`config.mk`:
```
export PLATFORM = sky130hd
export DESIGN_NAME = tri_raster_scanner
export DESIGN_NICKNAME = d
export VERILOG_FILES = /design/src/rtl/tri_raster_scanner.sv
export SDC_FILE = /design/constraint.sdc
export NUM_CORES = 1
export LEC_CHECK = 0
export BUFFER_PORTS_ARGS = -buffer_cell sky130_fd_sc_hd__buf_2
export CORE_ASPECT_RATIO = 2
export CORE_MARGIN = 1.5
export CORE_UTILIZATION = 54
export DETAILED_ROUTE_END_ITERATION = 10
export MAX_ROUTING_LAYER = met4
export PLACE_DENSITY = 0.81
export SETUP_SLACK_MARGIN = 0.4
export SKIP_CTS_REPAIR_TIMING = 1
export SLEW_MARGIN = 20
export SYNTH_ARGS = -nofsm -noshare
export SYNTH_HDL_FRONTEND = slang
export SYNTH_SLANG_ARGS = --single-unit
```
`constraint.sdc`:
```
create_clock -name clk -period 4.6 [get_ports clk]
set_input_delay 0 -clock clk [delete_from_list [all_inputs] [get_ports clk]]
set_output_delay 0 -clock clk [all_outputs]
set_load 0.005 [all_outputs]
```
`src/rtl/tri_raster_scanner.sv`:
```
// ---------------------------------------------------------------------------
// tri_raster_scanner
//   Sequential front end for a combinational barycentric evaluator. Accepts
//   one triangle (three signed fixed-point vertices) per handshake, derives
//   its integer bounding box clamped to the evaluable grid [0, L], walks the
//   box in raster order driving bc_eval_x/y, and streams every covered pixel
//   downstream over a valid/ready handshake.
//
//   L = 2^min(INT_BITS, EVAL_BITS) - 1
//
// Ports
//   clk, rst_n          clock (rising edge), asynchronous active-low reset
//   tri_valid/ready     triangle handshake; ready only while IDLE
//   x0..y2              vertices, signed, DEC_BITS fractional bits
//   bc_eval_x/y         registered point presented to the evaluator
//   bc_in_tris          evaluator result for bc_eval_x/y (same cycle)
//   pix_valid/ready     covered-pixel handshake, pix_x/pix_y payload
//   busy                accept .. last cycle before done
//   done                one-cycle pulse when a triangle completes
//   pix_count           (PIX_COUNT_EN only) pixels handed off this triangle
//
// Build option
//   PIX_COUNT_EN        adds the pix_count output and its counter
// ---------------------------------------------------------------------------
module tri_raster_scanner #(
  parameter int unsigned EVAL_BITS = 8,
  parameter int unsigned INT_BITS  = 4,
  parameter int unsigned DEC_BITS  = 8
) (
  input  logic                             clk,
  input  logic                             rst_n,
  input  logic                             tri_valid,
  output logic                             tri_ready,
  input  logic signed [INT_BITS+DEC_BITS:0] x0,
  input  logic signed [INT_BITS+DEC_BITS:0] y0,
  input  logic signed [INT_BITS+DEC_BITS:0] x1,
  input  logic signed [INT_BITS+DEC_BITS:0] y1,
  input  logic signed [INT_BITS+DEC_BITS:0] x2,
  input  logic signed [INT_BITS+DEC_BITS:0] y2,
  output logic [EVAL_BITS-1:0]             bc_eval_x,
  output logic [EVAL_BITS-1:0]             bc_eval_y,
  input  logic                             bc_in_tris,
  output logic                             pix_valid,
  input  logic                             pix_ready,
  output logic [EVAL_BITS-1:0]             pix_x,
  output logic [EVAL_BITS-1:0]             pix_y,
  output logic                             busy,
  output logic                             done
`ifdef PIX_COUNT_EN
  ,
  output logic [2*EVAL_BITS-1:0]           pix_count
`endif
);

  localparam int unsigned VW   = INT_BITS + DEC_BITS + 1;
  localparam int unsigned LB   = (INT_BITS < EVAL_BITS) ? INT_BITS : EVAL_BITS;
  // Signed compare width wide enough for both the vertex integer part and L.
  localparam int unsigned CMPW = ((INT_BITS > EVAL_BITS) ? INT_BITS + 1 : EVAL_BITS + 1) + 1;
  localparam logic signed [CMPW-1:0] LIM = CMPW'((1 << LB) - 1);

  localparam logic [2:0] ST_IDLE  = 3'd0;
  localparam logic [2:0] ST_SETUP = 3'd1;
  localparam logic [2:0] ST_SCAN  = 3'd2;
  localparam logic [2:0] ST_DRAIN = 3'd3;
  localparam logic [2:0] ST_DONE  = 3'd4;

  // Floor of a fixed-point value (arithmetic shift), sign-extended to CMPW.
  function automatic logic signed [CMPW-1:0] floor_int(input logic signed [VW-1:0] v);
    logic signed [VW-1:0] s;
    s = v >>> DEC_BITS;
    return CMPW'(s);
  endfunction

  function automatic logic signed [CMPW-1:0] min3(input logic signed [CMPW-1:0] a,
                                                  input logic signed [CMPW-1:0] b,
                                                  input logic signed [CMPW-1:0] c);
    logic signed [CMPW-1:0] m;
    m = (a < b) ? a : b;
    return (c < m) ? c : m;
  endfunction

  function automatic logic signed [CMPW-1:0] max3(input logic signed [CMPW-1:0] a,
                                                  input logic signed [CMPW-1:0] b,
                                                  input logic signed [CMPW-1:0] c);
    logic signed [CMPW-1:0] m;
    m = (a > b) ? a : b;
    return (c > m) ? c : m;
  endfunction

  // Clamp a signed integer coordinate into [0, L].
  function automatic logic [EVAL_BITS-1:0] clamp(input logic signed [CMPW-1:0] v);
    logic [EVAL_BITS-1:0] r;
    if (v[CMPW-1]) begin
      r = '0;
    end else if (v > LIM) begin
      r = EVAL_BITS'(LIM);
    end else begin
      r = EVAL_BITS'(v);
    end
    return r;
  endfunction

  logic [2:0]           state_q, state_d;
  logic signed [VW-1:0] vx0_q, vx0_d, vy0_q, vy0_d;
  logic signed [VW-1:0] vx1_q, vx1_d, vy1_q, vy1_d;
  logic signed [VW-1:0] vx2_q, vx2_d, vy2_q, vy2_d;
  logic [EVAL_BITS-1:0] xmin_q, xmin_d, xmax_q, xmax_d;
  logic [EVAL_BITS-1:0] ymin_q, ymin_d, ymax_q, ymax_d;
  logic [EVAL_BITS-1:0] cx_q, cx_d, cy_q, cy_d;
  logic [EVAL_BITS-1:0] pix_x_q, pix_x_d, pix_y_q, pix_y_d;
  logic                 pix_valid_q, pix_valid_d;
  logic                 tri_ready_q, tri_ready_d;
  logic                 busy_q, busy_d;
  logic                 done_q, done_d;
`ifdef PIX_COUNT_EN
  logic [2*EVAL_BITS-1:0] cnt_q, cnt_d;
`endif

  logic signed [CMPW-1:0] fxmin, fxmax, fymin, fymax;
  logic                   box_empty;
  logic                   accept;
  logic                   pix_fire;
  logic                   stall;

  // Next-state and datapath decode.
  always_comb begin
    state_d     = state_q;
    vx0_d       = vx0_q;
    vy0_d       = vy0_q;
    vx1_d       = vx1_q;
    vy1_d       = vy1_q;
    vx2_d       = vx2_q;
    vy2_d       = vy2_q;
    xmin_d      = xmin_q;
    xmax_d      = xmax_q;
    ymin_d      = ymin_q;
    ymax_d      = ymax_q;
    cx_d        = cx_q;
    cy_d        = cy_q;
    pix_x_d     = pix_x_q;
    pix_y_d     = pix_y_q;
    pix_valid_d = pix_valid_q;
`ifdef PIX_COUNT_EN
    cnt_d       = cnt_q;
`endif

    fxmin = min3(floor_int(vx0_q), floor_int(vx1_q), floor_int(vx2_q));
    fxmax = max3(floor_int(vx0_q), floor_int(vx1_q), floor_int(vx2_q));
    fymin = min3(floor_int(vy0_q), floor_int(vy1_q), floor_int(vy2_q));
    fymax = max3(floor_int(vy0_q), floor_int(vy1_q), floor_int(vy2_q));
    // Box lies entirely off-grid in at least one axis.
    box_empty = fxmax[CMPW-1] | fymax[CMPW-1] | (fxmin > LIM) | (fymin > LIM);

    accept   = tri_valid & tri_ready_q;
    pix_fire = pix_valid_q & pix_ready;
    // Covered point but the output register is still occupied.
    stall    = bc_in_tris & pix_valid_q & ~pix_ready;

    if (pix_fire) begin
      pix_valid_d = 1'b0;
`ifdef PIX_COUNT_EN
      cnt_d = cnt_q + 1'b1;
`endif
    end

    case (state_q)
      ST_IDLE: begin
        if (accept) begin
          vx0_d   = x0;
          vy0_d   = y0;
          vx1_d   = x1;
          vy1_d   = y1;
          vx2_d   = x2;
          vy2_d   = y2;
          state_d = ST_SETUP;
`ifdef PIX_COUNT_EN
          cnt_d   = '0;
`endif
        end
      end

      ST_SETUP: begin
        xmin_d = clamp(fxmin);
        xmax_d = clamp(fxmax);
        ymin_d = clamp(fymin);
        ymax_d = clamp(fymax);
        if (box_empty) begin
          state_d = ST_DONE;
        end else begin
          cx_d    = clamp(fxmin);
          cy_d    = clamp(fymin);
          state_d = ST_SCAN;
        end
      end

      ST_SCAN: begin
        if (!stall) begin
          if (bc_in_tris) begin
            pix_x_d     = cx_q;
            pix_y_d     = cy_q;
            pix_valid_d = 1'b1;
          end
          // Raster advance; the last box point hands over to DRAIN.
          if (cx_q == xmax_q) begin
            if (cy_q == ymax_q) begin
              state_d = ST_DRAIN;
            end else begin
              cx_d = xmin_q;
              cy_d = cy_q + 1'b1;
            end
          end else begin
            cx_d = cx_q + 1'b1;
          end
        end
      end

      ST_DRAIN: begin
        // Leave as soon as the output slot will be empty next cycle.
        if (!pix_valid_q || pix_ready) begin
          state_d = ST_DONE;
        end
      end

      ST_DONE: begin
        state_d = ST_IDLE;
      end

      default: begin
        state_d = ST_IDLE;
      end
    endcase

    tri_ready_d = (state_d == ST_IDLE);
    busy_d      = (state_d == ST_SETUP) || (state_d == ST_SCAN) || (state_d == ST_DRAIN);
    done_d      = (state_d == ST_DONE);
  end

  // State and datapath registers.
  always_ff @(posedge clk or negedge rst_n) begin
    if (!rst_n) begin
      state_q     <= ST_IDLE;
      vx0_q       <= '0;
      vy0_q       <= '0;
      vx1_q       <= '0;
      vy1_q       <= '0;
      vx2_q       <= '0;
      vy2_q       <= '0;
      xmin_q      <= '0;
      xmax_q      <= '0;
      ymin_q      <= '0;
      ymax_q      <= '0;
      cx_q        <= '0;
      cy_q        <= '0;
      pix_x_q     <= '0;
      pix_y_q     <= '0;
      pix_valid_q <= 1'b0;
      tri_ready_q <= 1'b1;
      busy_q      <= 1'b0;
      done_q      <= 1'b0;
`ifdef PIX_COUNT_EN
      cnt_q       <= '0;
`endif
    end else begin
      state_q     <= state_d;
      vx0_q       <= vx0_d;
      vy0_q       <= vy0_d;
      vx1_q       <= vx1_d;
      vy1_q       <= vy1_d;
      vx2_q       <= vx2_d;
      vy2_q       <= vy2_d;
      xmin_q      <= xmin_d;
      xmax_q      <= xmax_d;
      ymin_q      <= ymin_d;
      ymax_q      <= ymax_d;
      cx_q        <= cx_d;
      cy_q        <= cy_d;
      pix_x_q     <= pix_x_d;
      pix_y_q     <= pix_y_d;
      pix_valid_q <= pix_valid_d;
      tri_ready_q <= tri_ready_d;
      busy_q      <= busy_d;
      done_q      <= done_d;
`ifdef PIX_COUNT_EN
      cnt_q       <= cnt_d;
`endif
    end
  end

  assign tri_ready = tri_ready_q;
  assign bc_eval_x = cx_q;
  assign bc_eval_y = cy_q;
  assign pix_valid = pix_valid_q;
  assign pix_x     = pix_x_q;
  assign pix_y     = pix_y_q;
  assign busy      = busy_q;
  assign done      = done_q;
`ifdef PIX_COUNT_EN
  assign pix_count = cnt_q;
`endif

endmodule

```
==> results.toml <==
[floorplan]
core_um2 = 8650
start_util_pct = 55.8
io_pins = 119
fp.dieH_um = 137
rows = 48
die_area_um2 = 9540
chipWidth_um = 69.8

[sta]
fin_crit_ns = 4.04
tns_ns = 0
setup_viol = 0
timing.fmax_mhz = 247
final_hold_viol_count = 1
finalMaxSlewViolations = 0
slew_headroom_pct = 46.5
fin_worst_skew_ns = 0.00662
hold_ws_ns = -0.000873
tightest_slew_ns = 0.800
period_share_pct = 87.8
grt_setup_unrepaired = "no"

[worst_setup_path]
arrival_ns = 4.31
r2r.worst_path.cells = 17
r2r_slack_ns = 0.56
startpoint = "vy1_q[12]$_DFFE_PN0P_"
critPathRequiredTime_ns = 4.87
cp-end-kind = "flop"
crit_fanout = 10
cp_slowest_cell = "or4_1"
rr_startpoint = "vy1_q[12]$_DFFE_PN0P_"
slowest_delay_ns = 0.52
r2r_end = "bc_eval_x[5]$_DFFE_PN0P_"
critPathKind = "flop to flop"
cp-start-kind = "flop"
cpMostUsedCell = "o21bai_2"
cp_cell_sequence = "inv_1 > ha_4 > nand4_1 > o22ai_4 > o21ai_2 > o21bai_2 > buf_4 > mux2i_2 > ha_1 > nor2b_1 > o21bai_2 > a21o_1 > a311oi_4 > buf_6 > a21oi_4 > or4_1 > a21boi_1"

[placed_design]
dp_hpwl_mm = 8.41
gp_congestion = 0.931
port-buffer-count = 70

[cts]
clk_pin_slew_ns = 0.06
h-tree-depth = 3
cts_buffer_depth = 2
cts_made_buffers = 9
clkLatencyLatePin_ns = 0.35
clockRootBuffer = "clkbuf_16"
cts_tree = "done"
cts_sinks = 81

[min_path]
holdPathStages = 3
hold_end = "pix_valid$_DFF_PN0_"
hold_start = "pix_ready"
min_path_type = "primary input to flop"

[synthesis]
syn_area_um2 = 4820
ys.flop_type = "dfrtp_1"
async_flop_share_pct = 100
synth_nets = 595
synth_seq_cells = 81
ys_warn_count = 0
synth.area.mux_share_pct = 13.1
syn_avg_cell_area_um2 = 10.0
syn_inst = 482
synthAdderAreaFrac_pct = 7.78
synth_enable_flop_cells = 0
ys_types = 58
synth_compound_area_share_pct = 17.0
synth_xor_area_share_pct = 1.82
yosys.area_share.simple_pct = 15.2
yosysSeqAreaShare_pct = 42.0
synth_top_family_by_area = "compound AO/OA/AOI/OAI gates"

[route]
drc_errors = 0
via_per_inst = 6.09
wl_per_cell_um = 17.2
firstDrtPassIters = 5
vias = 4270
drtAntennaViolNets = 0
wl_mm = 12.1
first_iter_violations = 270

[outcome]
violations = "negative hold slack"
status = "complete, but fails checks"

[layout]
layout-drive-gt1-share_pct = 27.3
layout_commonest_cell = "dfrtp_1"
final_nets = 710
final_cell_mix = "80 x dfrtp_1, 69 x buf_2, 51 x nand2_1"
area_delta_synth_final_pct = 26.1
antenna_cells = 0

[global_route]
grt_use_total_pct = 25.1
antenna_found_initial = 0
grt_max_degree = 82
grt_pass1_vias = 4053
grt_pass1_wl_mm = 18.5
overflow = 0

[flow_run]
maxCapViolations = 0
-- worst max path at each step --
stage	endpoint	slack, ns	cells after the start
after CTS	bc_eval_x[1]$_DFFE_PN0P_	0.25	14
after floorplan	bc_eval_x[5]$_DFFE_PN0P_	0.42	12
after global routing	bc_eval_x[5]$_DFFE_PN0P_	0.38	16
final	bc_eval_x[5]$_DFFE_PN0P_	0.56	17
after global placement	bc_eval_x[3]$_DFFE_PN0P_	0.40	13
after detailed placement	bc_eval_x[1]$_DFFE_PN0P_	0.26	13
-- kinds of logic after synthesis --
| family | count (synthesis) |
|---|---|
| multiplexers | 58 |
| flip-flops | 81 |
| buffers and inverters | 40 |
| AO/OA/AOI/OAI | 118 |
| adder cells (fa/ha/maj) | 30 |
| AND/OR/NAND/NOR | 145 |
| XOR/XNOR | 10 |
-- cell usage after synthesis, types with 4 or more instances --
master     n  area share, %
a21o_1     5           0.78
a21oi_1   20            2.1
a22o_1     8            1.5
and3_1     6           0.78
clkbuf_1  11           0.86
dfrtp_1   80             41
ha_1      30            7.8
inv_1     27            2.1
mux2_2    41            9.6
mux2i_1   17            3.5
nand2_1   51            4.0
nand2b_1   6           0.78
nand3_1   20            2.1
nor2_1    23            1.8
nor2b_1    8            1.0
o211ai_1   4           0.62
o21ai_0   37            3.8
o21bai_1   5           0.78
o31ai_1    9            1.4
or3_1      4           0.52
or4_1      5           0.78
xor2_1     7            1.3
-- critical path: cells and delay by family (launching register included) --
kind / cells / cell delay [ns]
AO/OA/AOI/OAI: 8 / 1.48
buffers and inverters: 3 / 0.42
adder cells (fa/ha/maj): 2 / 0.62
flip-flops: 1 / 0.38
multiplexers: 1 / 0.16
AND/OR/NAND/NOR: 3 / 0.90
-- routing by layer --
metal	vias up	part of all wire, %	track usage (%)
met4	0	4.8	14.5
met5	-	0	-
met3	51	3.9	4.34
met1	2081	36	25.1
li1	1986	-	-
met2	152	55	45.1
-- final cells by class --
class                           instances  area [um2]
Tap cell                              100         125
Multi-Input combinational cell        361        2720
Inverter                               27         101
Clock buffer                           11         253
Clock inverter                          4        52.6
Timing Repair Buffer                  117         806
Sequential cell                        81        2030
Fill cell                             655        2560
-- per-stage QoR --
| step | hold WS, ns | worst slack [ns] | instances | instance area, um2 | utilization, % |
|---|---|---|---|---|---|
| floorplan | -0.296 | 0.417 | 482 | 4820 | - |
| global placement | 0.201 | 0.396 | 648 | 5320 | 61.5 |
| detailed placement | 0.208 | 0.259 | 648 | 5320 | 61.5 |
| CTS | -0.150 | 0.247 | 663 | 5630 | 65.1 |
| global route | 0.0164 | 0.385 | 701 | 6090 | 70.4 |
| finish | -0.000873 | 0.559 | 701 | 6090 | 70.4 |
-- sequential cells by signal, indices dropped and copies added, names as in the netlist, 3 cells and up --
name,count
bc_eval_x,8
bc_eval_y,8
pix_x,8
pix_y,8
vx0_q,5
vx1_q,5
vx2_q,5
vy0_q,5
vy1_q,5
vy2_q,5
xmax_q,4
xmin_q,4
ymax_q,4
state_q,3
Power is left out: the tool's default activity adds up to more than one toggle a clock period on the data nets, which glitch-free logic cannot reach.
